[src/rtl/qqspi_read_cache.sv]
// rtl/qqspi_read_cache.sv - direct-mapped write-through read cache in front of the quad-SPI controller
//
// Purpose:
//   Direct-mapped cache with one 32-bit word per line. Writes go through to
//   memory and are never allocated. Repeated reads are served locally, so they
//   never reach the serial link.
//
// Ports:
//   clk, reset                 system clock; synchronous active-high reset
//   flush                      one-cycle pulse; invalidates every line at the next idle cycle
//   cpu_valid/addr/wdata/wstrb CPU request (wstrb == 0 means read)
//   cpu_rdata, cpu_ready       CPU response; cpu_ready is a one-cycle completion pulse
//   mem_valid/addr/wdata/wstrb request to the controller; held stable until mem_ready
//   mem_rdata, mem_ready       controller response; mem_ready stays high until mem_valid drops
module qqspi_read_cache #(
  parameter int LINES      = 64,
  parameter int ADDR_WIDTH = 23
) (
  input  logic                  clk,
  input  logic                  reset,
  input  logic                  flush,
  input  logic                  cpu_valid,
  input  logic [ADDR_WIDTH-1:0] cpu_addr,
  input  logic [31:0]           cpu_wdata,
  input  logic [3:0]            cpu_wstrb,
  output logic [31:0]           cpu_rdata,
  output logic                  cpu_ready,
  output logic                  mem_valid,
  output logic [ADDR_WIDTH-1:0] mem_addr,
  output logic [31:0]           mem_wdata,
  output logic [3:0]            mem_wstrb,
  input  logic [31:0]           mem_rdata,
  input  logic                  mem_ready
);

  localparam int IDX = $clog2(LINES);
  localparam int TAG = ADDR_WIDTH - IDX;

  typedef enum logic [1:0] {S_IDLE, S_LOOKUP, S_MEM_REQ, S_DRAIN} state_t;

  state_t                r_state;
  logic [LINES-1:0]      r_valid;
  logic                  r_flush_pend;
  logic [ADDR_WIDTH-1:0] r_addr;
  logic [31:0]           r_wdata;
  logic [3:0]            r_wstrb;

  // Tag/data storage carries no reset so it can map onto RAM.
  logic [TAG-1:0]        r_tag_mem  [LINES];
  logic [31:0]           r_data_mem [LINES];
  logic [TAG-1:0]        r_line_tag;
  logic [31:0]           r_line_data;
  logic                  r_line_valid;

  logic [IDX-1:0]        w_idx;
  logic [IDX-1:0]        w_r_idx;
  logic [TAG-1:0]        w_r_tag;
  logic                  w_accept;
  logic                  w_is_write;
  logic                  w_hit;
  logic [31:0]           w_merged;
  logic                  w_arr_we;
  logic [31:0]           w_arr_wdata;

  assign w_idx      = cpu_addr[IDX-1:0];
  assign w_r_idx    = r_addr[IDX-1:0];
  assign w_r_tag    = r_addr[ADDR_WIDTH-1:IDX];
  // cpu_ready is high in the idle cycle right after a hit; the request still
  // held on cpu_valid then is the one just completed, not a new one.
  assign w_accept   = (r_state == S_IDLE) && !r_flush_pend && cpu_valid && !cpu_ready;
  assign w_is_write = |r_wstrb;
  assign w_hit      = r_line_valid && (r_line_tag == w_r_tag);

  // Byte merge for a write hit: only strobed lanes take the new data.
  always_comb begin
    w_merged = r_line_data;
    for (int b = 0; b < 4; b++) begin
      if (r_wstrb[b]) w_merged[8*b +: 8] = r_wdata[8*b +: 8];
    end
  end

  // Single array write port: write-hit merge in LOOKUP, read fill in MEM_REQ.
  assign w_arr_we    = !reset &&
                       (((r_state == S_LOOKUP) && w_is_write && w_hit) ||
                        ((r_state == S_MEM_REQ) && mem_ready && !w_is_write));
  assign w_arr_wdata = (r_state == S_LOOKUP) ? w_merged : mem_rdata;

  always_ff @(posedge clk) begin
    if (w_arr_we) begin
      r_tag_mem[w_r_idx]  <= w_r_tag;
      r_data_mem[w_r_idx] <= w_arr_wdata;
    end
    if (w_accept) begin
      r_line_tag  <= r_tag_mem[w_idx];
      r_line_data <= r_data_mem[w_idx];
    end
  end

  always_ff @(posedge clk) begin
    if (reset) begin
      r_state      <= S_IDLE;
      r_valid      <= '0;
      r_flush_pend <= 1'b0;
      r_addr       <= '0;
      r_wdata      <= '0;
      r_wstrb      <= '0;
      r_line_valid <= 1'b0;
      cpu_ready    <= 1'b0;
      cpu_rdata    <= '0;
      mem_valid    <= 1'b0;
      mem_addr     <= '0;
      mem_wdata    <= '0;
      mem_wstrb    <= '0;
    end else begin
      cpu_ready <= 1'b0;
      if (flush) r_flush_pend <= 1'b1;

      case (r_state)
        S_IDLE: begin
          if (r_flush_pend) begin
            r_valid      <= '0;
            // A flush pulse landing on the apply cycle re-arms the flag.
            r_flush_pend <= flush;
          end else if (cpu_valid && !cpu_ready) begin
            r_addr       <= cpu_addr;
            r_wdata      <= cpu_wdata;
            r_wstrb      <= cpu_wstrb;
            r_line_valid <= r_valid[w_idx];
            r_state      <= S_LOOKUP;
          end
        end

        S_LOOKUP: begin
          if (!w_is_write && w_hit) begin
            cpu_rdata <= r_line_data;
            cpu_ready <= 1'b1;
            r_state   <= S_IDLE;
          end else begin
            // Read miss or any write (write-through).
            mem_valid <= 1'b1;
            mem_addr  <= r_addr;
            mem_wstrb <= r_wstrb;
            if (w_is_write) mem_wdata <= r_wdata;
            r_state   <= S_MEM_REQ;
          end
        end

        S_MEM_REQ: begin
          if (mem_ready) begin
            mem_valid <= 1'b0;
            cpu_ready <= 1'b1;
            if (w_is_write) begin
              cpu_rdata <= '0;
            end else begin
              cpu_rdata        <= mem_rdata;
              r_valid[w_r_idx] <= 1'b1;
            end
            r_state <= S_DRAIN;
          end
        end

        S_DRAIN: begin
          // Controller keeps mem_ready high until it sees mem_valid low.
          if (!mem_ready) r_state <= S_IDLE;
        end

        default: r_state <= S_IDLE;
      endcase
    end
  end

endmodule

[config.mk]
export PLATFORM = sky130hd
export DESIGN_NAME = qqspi_read_cache
export DESIGN_NICKNAME = d
export VERILOG_FILES = /design/src/rtl/qqspi_read_cache.sv
export SDC_FILE = /design/constraint.sdc
export NUM_CORES = 2
export LEC_CHECK = 0
export CORE_MARGIN = 2
export CORE_UTILIZATION = 35
export DETAILED_ROUTE_END_ITERATION = 7
export GPL_TIMING_DRIVEN = 0
export PLACE_DENSITY_LB_ADDON = 0.1
export SLEW_MARGIN = 10
export SYNTH_ARGS = -nofsm -noshare
export SYNTH_HDL_FRONTEND = slang
export SYNTH_SLANG_ARGS = --single-unit
export TNS_END_PERCENT = 5
[constraint.sdc]
create_clock -name clk -period 18.7 [get_ports clk]
set_input_delay 4.675 -clock clk [delete_from_list [all_inputs] [get_ports clk]]
set_output_delay 4.675 -clock clk [all_outputs]
set_load 0.02 [all_outputs]
Yosys cells after proc, flatten, opt, wreduce, memory -nomap -nowiden
Memory sizes are Yosys's and may differ from the RTL's. A register that Yosys moved wholly into a read port is not among the register bits. Cells that the tools add are included.

Memory bits (writable): 3136. Output and inout bits: 93. Memories: 2. Bits in registers: 220. Logic and storage cells: 95.

Memory list: r_data_mem (words 64, width 32, read ports 1, clocked after memory_dff 1, write ports 1, line 50) `logic [31:0] r_data_mem [LINES];`; r_tag_mem (words 64, width 17, read ports 1, clocked after memory_dff 1, write ports 1, line 49) `logic [TAG-1:0] r_tag_mem [LINES];`.

$lt $le $gt $ge: 3. Reduce and logical (&&, ||, !) cells: 28. Mux-type cells: 34. Bitwise operators: 3. Eq/ne operators: 12.

Operators with widths (count): 2-to-1 mux 64 bit (3); 2-to-1 mux 32 bit (4); case mux 64 bit (2 select lines) (1); bitwise OR 64 bit (1); case mux 32 bit (2 select lines) (1); 2-to-1 mux 8 bit (4); == test 17 bit (1); < comparator 6 x 7 -> 1 bit (second input constant) (2); logical AND 1 bit (12); != test 2 bit (second input constant) (6); AND reduction 3 bit (4); 2-to-1 mux 1 bit (11); 2-to-1 mux 2 bit (5); case mux 2 bit (4 select lines) (1); AND reduction 4 bit (2); binary-select mux 1 bit (select 6 bit) (1); demux 1 bit (select 6 bit) (1); >= comparator 6 x 1 -> 1 bit (second input constant) (1); == test 2 bit (second input constant) (2); zero test 1 bit (4); != test 2 x 1 -> 1 bit (second input constant) (2); case mux 1 bit (2 select lines) (2); nonzero test 2 bit (2); OR reduction 4 bit (1); other kinds (5) (6).

Logic depth before layout (Yosys ltp)
Depth in word-level cells: 8. Gate-level depth with buffers: 10. Depth with buffers taken out: 8.

Worst setup path before layout
OpenSTA, ideal clock, no wires.

Path kind: input -> register. Start point: input mem_ready. End point: memory r_data_mem[23][0] (enable). Slack: 7734 ps. Buffers on the path: 3. Cell stages on the path: 6. Arrival: 10389 ps. Required time: 18123 ps. Cells stage by stage: clkbuf_1 > nand2_1 > o32a_1 > clkbuf_1 > clkbuf_1 > nor4_1.

Word-level cells in the longest chain between the ends: 6.

RTL lines: start: declaration (line 33) `input logic mem_ready`; logical AND 1 bit (2 in series) (line 85) `((r_state == S_MEM_REQ) && mem_ready && !w_is_write));`; logical OR 1 bit (line 84) `(((r_state == S_LOOKUP) && w_is_write && w_hit) ||`; logical AND 1 bit (line 83) `assign w_arr_we = !reset &&`; 2-to-1 mux 1 bit (line 89) `if (w_arr_we) begin`; 2-to-1 mux 1 bit (implied by the code) (line 91) `r_data_mem[w_r_idx] <= w_arr_wdata;`; end: declaration (line 50).

Every way passes these cells.

==> impl_metrics.yaml <==
outcome:
  status: "finished clean"
timing:
  finClkSkew_ns: 0.0266
  post-route-period-util_pct: 47.2
  finalMaxSlewViolations: 0
  holdWs_ns: 0.457
  fin_crit_ns: 8.84
  hold_violations: 0
  max_freq_mhz: 113
  rsz0062_at_grt: "no"
  worst_slack_ns: 9.86
  tightest_slew_ns: 1.32
  fin_tns_setup_ns: 0
  setup_viol: 0
  slew_headroom_pct: 12.3
drt:
  ant_nets: 0
  via_per_inst: 5.51
  wl_per_cell_um: 34.8
  wl_um: 444000
  drtIter0Drc: 8511
  num_vias: 70161
  first_pass_iters: 8
  drc: 0
synthesis:
  syn_area_sq_um: 131000
  seq_area_frac_synth_pct: 76.5
  synth_cell_type_count: 56
  ys_ff_latch: 3405
  synth_enable_flop_cells: 3185
  synth.avg_cell_area_sq_um: 21.6
  ys_warn_count: 0
  synth-main-ff-cell: "edfxtp_1"
  syn_nets: 6166
  syn_inst: 6066
  async_reset_ff_share_pct: 0
place:
  hpwlAfterDp_um: 327000
  port_buffers: 182
  dp_worst_setup_slack_ns: 8.57
  globalplace.congestion: 0.861
  place_area_sq_um: 147000
worst_setup_path:
  r2r_setup_slack_ns: 12.33
  endpoint_kind: "register"
  crit_arrival_ns: 9.41
  cp_data_required_time_ns: 19.27
  cp_max_fo: 10
  reg2reg_to: "r_data_mem[32][25]"
  cp-endpoint: "r_line_data[28]"
  rr_worst_depth: 14
  worstSetupStartpointType: "primary input"
  worstSetupPathType: "primary input to register"
  rr_startpoint: "r_addr[15]"
  cp-startpoint: "cpu_addr[1]"
pwr:
  p_leak_nw: 51.3
  max-vdd-ir-drop_uv: 78.2
  power_density_nw_per_um2: 109
clock_tree:
  clkSlewWorstSetupHoldPaths_ns: 0.06
  cts-root-buf: "clkbuf_16"
  post_cts_buffers: 0
  numCtsBuffers: 361
  h-tree-depth: 5
  clk_path_buf_depth: 4
  hold_buffers: 0
  cts_tree: "built"
  cts_sinks: 3405
  cts_resized: 0
  insertion_delay_ns: 0.95
min_path:
  hp-class: "register to register"
global_route:
  overflow: 0
  grt_first_pass_wirelength_um: 602000
  grt_pass1_vias: 70956
  antenna_found_initial: 33
  track_usage_pct: 23.1
  grt_max_degree: 68
die:
  die-width_um: 615
  dieArea_sq_um: 379000
  coreArea_sq_um: 372000
  start_util_pct: 35.1
  die_h_um: 615
  rows: 224
  io_pins: 189
finish:
  finalInstanceArea_sq_um: 158000
  area_delta_synth_final_pct: 21.1
  drive_gt1_share_pct: 33.5
  final_common_cell: "edfxtp_1"
  final_cell_mix: "edfxtp_1 (3185), mux4_2 (949), buf_4 (672), clkbuf_16 (376), clkbuf_1 (267)"
  nets: 7555
run:
  maxCapViolCount: 0
[layout make-up]
class / count / area, sq um
multi-input combinational: 2267 / 29800
tap: 4972 / 6220
buffer: 385 / 1720
fill: 32727 / 214000
clock buffer: 470 / 9820
antenna: 16 / 40.0
sequential: 3405 / 100000
inverter: 9 / 33.8
clock inverter: 187 / 1660
timing repair buffer: 1026 / 9000
[synthesized netlist by cell type, types with 8 or more instances]
master,instances,area [sq um]
edfxtp_1,3185,95600
mux4_2,949,21400
a21oi_1,279,1400
nand2_1,258,968
dfxtp_1,220,4400
clkbuf_1,202,758
nor2_1,165,619
mux2i_1,120,1200
buf_2,114,571
nor3_1,87,435
nor4_1,69,432
nand2b_1,57,357
buf_1,46,173
a22oi_1,43,323
o211ai_1,35,263
o311ai_0,33,289
or3_1,33,206
o221ai_1,24,210
buf_4,21,158
xor2_1,16,140
nor2b_1,8,50.1
[worst min-delay path by stage]
stage / startpoint / endpoint / slack [ns] / depth (start not counted)
6_report: mem_wdata[24] / mem_wdata[24] / 0.46 / 2
5_1_grt: mem_wdata[8] / mem_wdata[8] / 0.48 / 2
4_1_cts: mem_wdata[24] / mem_wdata[24] / 0.46 / 2
3_5_place_dp: mem_wdata[24] / mem_wdata[24] / 0.45 / 2
3_3_place_gp: r_valid[48] / r_valid[48] / 0.44 / 2
2_1_floorplan: r_valid[12] / r_valid[12] / 0.43 / 2
[cell families (layout without fill, tap and decap cells)]
group / count (synthesis) / after routing / share of synthesized area [%]
AO/OA/AOI/OAI: 453 / 453 / 2.12
multiplexers: 1074 / 1074 / 17.3
adder cells (fa/ha/maj): 4 / 4 / 0.0383
other: 0 / 16 / 0
AND/OR/NAND/NOR: 719 / 719 / 2.62
XOR/XNOR: 17 / 17 / 0.114
buffers and inverters: 394 / 2077 / 1.31
flip-flops: 3405 / 3405 / 76.5
[sequential cells by signal, summed over array words and instances (netlist names), named ones only]
| signal | cells |
|---|---|
| mem_addr | 23 |
| cpu_ready | 1 |
| r_flush_pend | 1 |
| mem_valid | 1 |
| r_addr | 23 |
| r_line_tag | 17 |
| r_tag_mem | 1088 |
| r_wstrb | 4 |
| mem_wstrb | 4 |
| r_wdata | 32 |
| r_line_valid | 1 |
| mem_wdata | 32 |
| cpu_rdata | 32 |
| r_valid | 64 |
| r_state | 1 |
| r_data_mem | 2048 |
| r_line_data | 32 |
[power by group]
group | total (W) | leakage [nW] | switching [W] | internal [W]
sequential | 0.00870 | 30.7 | 0.0000654 | 0.00864
combinational | 0.00148 | 15.0 | 0.00103 | 0.000451
clock | 0.00709 | 5.60 | 0.00300 | 0.00409
[per-layer routing]
layer / GRT usage [%] / part of all wire [%] / vias to the layer above
li1: - / - / 28345
met1: 30.6 / 41 / 38443
met2: 39.5 / 50 / 2772
met3: 3.30 / 6.2 / 599
met4: 7.10 / 3.3 / 2
met5: 0 / 0.0045 / -
[metrics by stage]
step / instances / utilization, % / power (W)
floorplan: 6066 / - / 0.00953
global placement: 11220 / 37.3 / 0.0102
detailed placement: 12064 / 39.5 / 0.0104
CTS: 12721 / 42.6 / 0.0174
global route: 12726 / 42.6 / 0.0177
finish: 12737 / 42.6 / 0.0173
[critical path, cell delays in order]
cell and delay (ns):
buf_2 0.29, buf_2 0.75, buf_2 0.70, buf_2 0.58
clkbuf_2 0.62, mux4_2 0.47, a22oi_1 0.90, nand2_1 0.33
No activity file was read; power rests on OpenSTA's default activity.
